--- src/rtl/alu_issue_stage.sv ---
// alu_issue_stage
// ID/EX issue stage in front of the ALU. Resolves RV32I register/immediate
// operands (x0, EX forwarding, WB forwarding, register file), maps
// funct3/funct7b5 to the 4-bit ALU mode and registers operands, mode, rd and
// pc for the ALU one cycle later. Uses valid/ready handshakes on both sides,
// stalls on load-use hazards and supports flush.
// Optional feature: define ALU_ISSUE_UPPER_EN to add the i_op_upper port and
// LUI/AUIPC handling. Without the macro every instruction takes the normal path.
module alu_issue_stage #(
    parameter int XLEN   = 32,
    parameter int REG_AW = 5
) (
    input  logic              i_clk,
    input  logic              i_rst,

    // Upstream (decode) side
    input  logic              i_valid,
    output logic              o_ready,
    input  logic [REG_AW-1:0] i_rs1_idx,
    input  logic [REG_AW-1:0] i_rs2_idx,
    input  logic [XLEN-1:0]   i_rs1_data,
    input  logic [XLEN-1:0]   i_rs2_data,
    input  logic [XLEN-1:0]   i_imm,
    input  logic              i_is_imm,
    input  logic [2:0]        i_funct3,
    input  logic              i_funct7b5,
    input  logic [REG_AW-1:0] i_rd,
    input  logic [XLEN-1:0]   i_pc,
`ifdef ALU_ISSUE_UPPER_EN
    input  logic [1:0]        i_op_upper,
`endif

    // EX-stage producer
    input  logic              i_ex_wen,
    input  logic [REG_AW-1:0] i_ex_rd,
    input  logic [XLEN-1:0]   i_ex_data,
    input  logic              i_ex_is_load,

    // WB-stage producer
    input  logic              i_wb_wen,
    input  logic [REG_AW-1:0] i_wb_rd,
    input  logic [XLEN-1:0]   i_wb_data,

    // Pipeline control
    input  logic              i_flush,

    // Downstream (ALU) side
    output logic              o_valid,
    input  logic              i_ready,
    output logic [XLEN-1:0]   o_alu_data_1,
    output logic [XLEN-1:0]   o_alu_data_2,
    output logic [3:0]        o_alu_mode,
    output logic [REG_AW-1:0] o_rd,
    output logic [XLEN-1:0]   o_pc
);

    localparam logic [REG_AW-1:0] REG_X0 = '0;

    // funct3 encodings that need the funct7b5 qualifier
    localparam logic [2:0] F3_ADD_SUB = 3'b000;
    localparam logic [2:0] F3_SRL_SRA = 3'b101;

    // ALU mode used by LUI/AUIPC (plain addition)
    localparam logic [3:0] MODE_ADD = 4'b0000;

    // ------------------------------------------------------------------
    // Registered state
    // ------------------------------------------------------------------
    logic              valid_q,  valid_d;
    logic [XLEN-1:0]   data_1_q, data_1_d;
    logic [XLEN-1:0]   data_2_q, data_2_d;
    logic [3:0]        mode_q,   mode_d;
    logic [REG_AW-1:0] rd_q,     rd_d;
    logic [XLEN-1:0]   pc_q,     pc_d;

    // ------------------------------------------------------------------
    // Combinational decode signals
    // ------------------------------------------------------------------
    logic              is_lui;
    logic              is_auipc;
    logic              is_upper;
    logic              rs2_used;
    logic              ex_fwd_ok;
    logic              ex_load_pending;
    logic              hazard;
    logic              accept;
    logic [XLEN-1:0]   rs1_fwd;
    logic [XLEN-1:0]   rs2_fwd;
    logic [XLEN-1:0]   op_1;
    logic [XLEN-1:0]   op_2;
    logic              mode_bit0;
    logic [3:0]        mode_in;

`ifdef ALU_ISSUE_UPPER_EN
    // 01 = LUI, 10 = AUIPC; 11 is not a legal upper op and is issued normally.
    assign is_lui   = (i_op_upper == 2'b01);
    assign is_auipc = (i_op_upper == 2'b10);
`else
    assign is_lui   = 1'b0;
    assign is_auipc = 1'b0;
`endif
    assign is_upper = is_lui | is_auipc;

    // I-type instructions never read rs2, so its index must not stall or forward.
    assign rs2_used = ~i_is_imm;

    // A non-load EX result is already computed and may be forwarded; a load
    // result only exists after memory, so it becomes a stall candidate.
    assign ex_fwd_ok       = i_ex_wen & ~i_ex_is_load;
    assign ex_load_pending = i_ex_wen &  i_ex_is_load & (i_ex_rd != REG_X0);

    // Load-use hazard: the EX load writes a register this instruction reads.
    // Upper-immediate ops read no registers and therefore never stall.
    always_comb begin
        hazard = 1'b0;
        if (i_valid && ex_load_pending && !is_upper) begin
            if (i_ex_rd == i_rs1_idx) begin
                hazard = 1'b1;
            end
            if (rs2_used && (i_ex_rd == i_rs2_idx)) begin
                hazard = 1'b1;
            end
        end
    end

    // Ready when the output slot is empty or being drained, and no stall.
    assign o_ready = (~valid_q | i_ready) & ~hazard;
    assign accept  = i_valid & o_ready;

    // Resolve rs1: x0 reads zero, EX beats WB, WB beats the register file.
    always_comb begin
        rs1_fwd = i_rs1_data;
        if (i_rs1_idx == REG_X0) begin
            rs1_fwd = '0;
        end else if (ex_fwd_ok && (i_ex_rd == i_rs1_idx)) begin
            rs1_fwd = i_ex_data;
        end else if (i_wb_wen && (i_wb_rd == i_rs1_idx)) begin
            rs1_fwd = i_wb_data;
        end
    end

    // Resolve rs2 with the same priority as rs1.
    always_comb begin
        rs2_fwd = i_rs2_data;
        if (i_rs2_idx == REG_X0) begin
            rs2_fwd = '0;
        end else if (ex_fwd_ok && (i_ex_rd == i_rs2_idx)) begin
            rs2_fwd = i_ex_data;
        end else if (i_wb_wen && (i_wb_rd == i_rs2_idx)) begin
            rs2_fwd = i_wb_data;
        end
    end

    // Choose the ALU operands; LUI adds the immediate to zero, AUIPC to pc.
    always_comb begin
        op_1 = rs1_fwd;
        op_2 = i_is_imm ? i_imm : rs2_fwd;
        if (is_lui) begin
            op_1 = '0;
            op_2 = i_imm;
        end else if (is_auipc) begin
            op_1 = i_pc;
            op_2 = i_imm;
        end
    end

    // Mode bit 0 selects SUB/SRA. Only shifts honour funct7b5 for I-type,
    // so ADDI with a negative immediate (bit 30 set) still adds.
    always_comb begin
        mode_bit0 = 1'b0;
        if (i_funct3 == F3_SRL_SRA) begin
            mode_bit0 = i_funct7b5;
        end else if ((i_funct3 == F3_ADD_SUB) && !i_is_imm) begin
            mode_bit0 = i_funct7b5;
        end
        mode_in = is_upper ? MODE_ADD : {i_funct3, mode_bit0};
    end

    // Next-state: flush kills everything, an accept loads the slot, a drain
    // without a new accept leaves a bubble, otherwise hold.
    always_comb begin
        valid_d  = valid_q;
        data_1_d = data_1_q;
        data_2_d = data_2_q;
        mode_d   = mode_q;
        rd_d     = rd_q;
        pc_d     = pc_q;
        if (i_flush) begin
            valid_d = 1'b0;
        end else if (accept) begin
            valid_d  = 1'b1;
            data_1_d = op_1;
            data_2_d = op_2;
            mode_d   = mode_in;
            rd_d     = i_rd;
            pc_d     = i_pc;
        end else if (i_ready) begin
            valid_d = 1'b0;
        end
    end

    // Output registers; reset clears them immediately, without a clock edge.
    always_ff @(posedge i_clk or posedge i_rst) begin
        if (i_rst) begin
            valid_q  <= 1'b0;
            data_1_q <= '0;
            data_2_q <= '0;
            mode_q   <= '0;
            rd_q     <= '0;
            pc_q     <= '0;
        end else begin
            valid_q  <= valid_d;
            data_1_q <= data_1_d;
            data_2_q <= data_2_d;
            mode_q   <= mode_d;
            rd_q     <= rd_d;
            pc_q     <= pc_d;
        end
    end

    assign o_valid      = valid_q;
    assign o_alu_data_1 = data_1_q;
    assign o_alu_data_2 = data_2_q;
    assign o_alu_mode   = mode_q;
    assign o_rd         = rd_q;
    assign o_pc         = pc_q;

endmodule

--- config.mk ---
export PLATFORM = sky130hd
export DESIGN_NAME = alu_issue_stage
export DESIGN_NICKNAME = d
export VERILOG_FILES = /design/src/rtl/alu_issue_stage.sv
export SDC_FILE = /design/constraint.sdc
export NUM_CORES = 1
export LEC_CHECK = 0
export BUFFER_PORTS_ARGS = -buffer_cell sky130_fd_sc_hd__buf_2
export CAP_MARGIN = 20
export CORE_AREA = 2 2 132 134
export DETAILED_ROUTE_END_ITERATION = 10
export DIE_AREA = 0 0 134 136
export PLACE_DENSITY = 0.7
export REMOVE_ABC_BUFFERS = 1
export SLEW_MARGIN = 30
export SYNTH_ARGS = -nofsm -noshare
export SYNTH_HDL_FRONTEND = slang
export SYNTH_SLANG_ARGS = --single-unit
--- constraint.sdc ---
create_clock -name i_clk -period 3.1 [get_ports i_clk]
set_input_delay 0.155 -clock i_clk [delete_from_list [all_inputs] [get_ports i_clk]]
set_output_delay 0.155 -clock i_clk [all_outputs]
set_load 0.005 [all_outputs]
==> qor.yml <==
swShare_pct: 33.3
grt_start_max_net_pins: 73
die_h_microns: 136
synth.avg_cell_area_sq_um: 9.45
drtIter0Drc: 587
rsz0062_at_grt: "no"
pwr-share-clk_pct: 29.4
htree_num_levels: 3
p_seq_share_pct: 42.7
cts-hold-fix-buffers: 12
end_kind: "register"
postSynthCellCount: 673
critPathKind: "primary input to register"
drv_cap: 0
report.final.slew_viol_count: 0
cts_setup_buffers: 0
syn_to_final_growth_pct: 36.4
crit_fanout: 19
critical_path_arrival_ns: 2.37
yosysTopAreaCell: "dfrtp_1"
cts_tree: "done"
totalPowerFinal_mw: 4.10
layout_common_cells: "336 x buf_2, 106 x dfrtp_1, 65 x inv_1, 64 x o21ai_0, 41 x mux2_1"
tightestPinTransition_ns: 0.807
io_buffers: 336
slew_headroom_pct: 46.2
power_frac_comb_pct: 27.9
cp-start-kind: "primary input"
yosysTopAreaCellShare_pct: 41.7
outcome: "finished, final reports clean"
io_pins: 337
die_area_sq_mm: 0.0182
root_buffer: "clkbuf_16"
vdd_ir_drop_max_v: 0.000268
fin_util_pct: 51.4
firstDrtPassIters: 5
hold_viol: 0
fin_nets: 1204
p_leak_nw: 3.93
numCtsBuffers: 9
cts.sinks: 106
wl_per_cell_microns: 23.1
vias: 7181
min_period_over_period_pct: 68.4
yosys_warnings: 0
antenna_found_initial: 7
grt_pass1_vias: 7207
core_area_sq_mm: 0.0169
grt_usage_pct: 29.8
drive_above_1_share_pct: 39.9
initial_core_util_pct: 37.7
tns_ns: 0
viasPerCell: 5.94
routed_wl_microns: 27900
synth_flop_cell: "dfrtp_1"
synthArstFlopShare_pct: 100
place_congestion: 0.866
cts_resized: 0
powerDensity_mw_per_mm2: 473
setup_viol: 0
dp_hpwl_microns: 19500
ys_top_cells_by_area: "dfrtp_1 42%, mux2_1 7.3%, a311o_1 5.0%, o21ai_0 5.0%, a311oi_1 4.4%"
syn_area_sq_mm: 0.00636
num_rows: 48
cts.path.max_buffers: 2
ant_nets: 0
grt_pass1_wl_microns: 41600
period_minus_slack_ns: 2.12
drc_errors: 0
skew_ns: 0.0100
clk_latency_ns: 0.35
clock.fmax_mhz: 472
ys_ff_latch: 106
layout_commonest_cell: "buf_2"
clk_pin_slew_worst_paths_ns: 0.08
grt_overflow: 0
die_w_microns: 134
p_int_mw: 2.74
num-fill-cells: 1630
synth_seq_area_share_pct: 41.7
ys_types: 38
min_path_type: "primary input to register"
critical_path_required_ns: 3.35
synth_edf_count: 0
p_sw_mw: 1.36
-- power by group through the flow --
| stage | Clock (mW) | Combinational (mW) | Sequential, mW |
|---|---|---|---|
| 2_1_floorplan | 0 | 0.448 | 1.79 |
| 3_3_place_gp | 0 | 1.10 | 1.76 |
| 3_5_place_dp | 0 | 1.12 | 1.77 |
| 4_1_cts | 1.23 | 1.14 | 1.75 |
| 5_1_grt | 1.27 | 1.24 | 1.78 |
| 6_report | 1.20 | 1.15 | 1.75 |
-- worst max-delay path: stages --
cell and delay [ns]:
dlygate4sd3_1 0.53, buf_2 0.12, nand3b_1 0.17, buf_4 0.23
a21oi_4 0.41, buf_4 0.33, o21ai_0 0.13, o32ai_1 0.27
-- per-stage QoR --
| step | std cells | hold slack [ns] | area (sq um) | worst slack [ns] |
|---|---|---|---|---|
| 3_3_place_gp | 1176 | 0.317 | 8240 | 0.872 |
| 2_1_floorplan | 594 | 0.247 | 6020 | 0.133 |
| 6_report | 1209 | 0.0172 | 8670 | 0.981 |
| 4_1_cts | 1204 | 0.00210 | 8660 | 1.03 |
| 3_5_place_dp | 1176 | 0.322 | 8240 | 0.857 |
| 5_1_grt | 1207 | 0.00828 | 8670 | 0.909 |
-- registers in the layout, indices dropped and copies added, names as in the netlist --
name,flops
o_alu_mode,4
o_valid,1
o_rd,5
o_pc,32
o_alu_data_1,32
o_alu_data_2,32
-- final timing paths --
path	from	endpoint	slack, ns	depth (start not counted)
min	i_pc[3]	o_pc[3]	0.02	2
max	i_flush	o_alu_data_1[16]	0.98	8
max in group asynchronous	i_rst	o_alu_data_1[3]	1.80	4
max reg2reg	o_valid	o_alu_data_1[16]	1.02	7
min reg2reg	o_pc[9]	o_pc[9]	0.48	1
min in group asynchronous	i_rst	o_alu_data_1[22]	0.52	3
-- cell families (layout without fill, tap and decap cells) --
| kind of cell | count (synthesis) | after routing | synth area share [%] |
|---|---|---|---|
| xor+xnor | 17 | 17 | 2.34 |
| mux | 41 | 41 | 7.26 |
| flops | 106 | 106 | 41.7 |
| compound gates | 266 | 266 | 31.4 |
| other cells | 0 | 5 | 0 |
| buf+inv | 146 | 452 | 9.30 |
| simple gates | 97 | 97 | 8.01 |
-- per-layer routing --
layer | vias to the layer above | part of all wire [%] | global-route usage [%]
li1 | 3193 | - | -
met1 | 3455 | 38 | 37.1
met2 | 468 | 48 | 49.5
met3 | 59 | 11 | 8.91
met4 | 6 | 2.6 | 10.2
met5 | - | 0.13 | 0
-- synth_stat cells (32+ instances only) --
cell type	count
nor3_1	36
dfrtp_1	106
o31a_1	32
o32ai_1	32
nand3_1	35
clkbuf_1	61
a21oi_1	35
mux2_1	41
o21ai_0	64
a311oi_1	32
inv_1	66
a311o_1	32
a32oi_1	32
-- final cells by class --
| type | count | area (sq um) | area share (%) |
|---|---|---|---|
| multi-input cells | 421 | 3200 | 36.8 |
| clock buffers | 10 | 239 | 2.75 |
| repair buffers | 369 | 1970 | 22.7 |
| inverters | 67 | 254 | 2.93 |
| clock inverters | 6 | 67.6 | 0.779 |
| diodes | 5 | 12.5 | 0.144 |
| well taps | 225 | 282 | 3.25 |
| flip-flops and latches | 106 | 2650 | 30.6 |
Note: power is estimated with default switching activity, not from simulation.
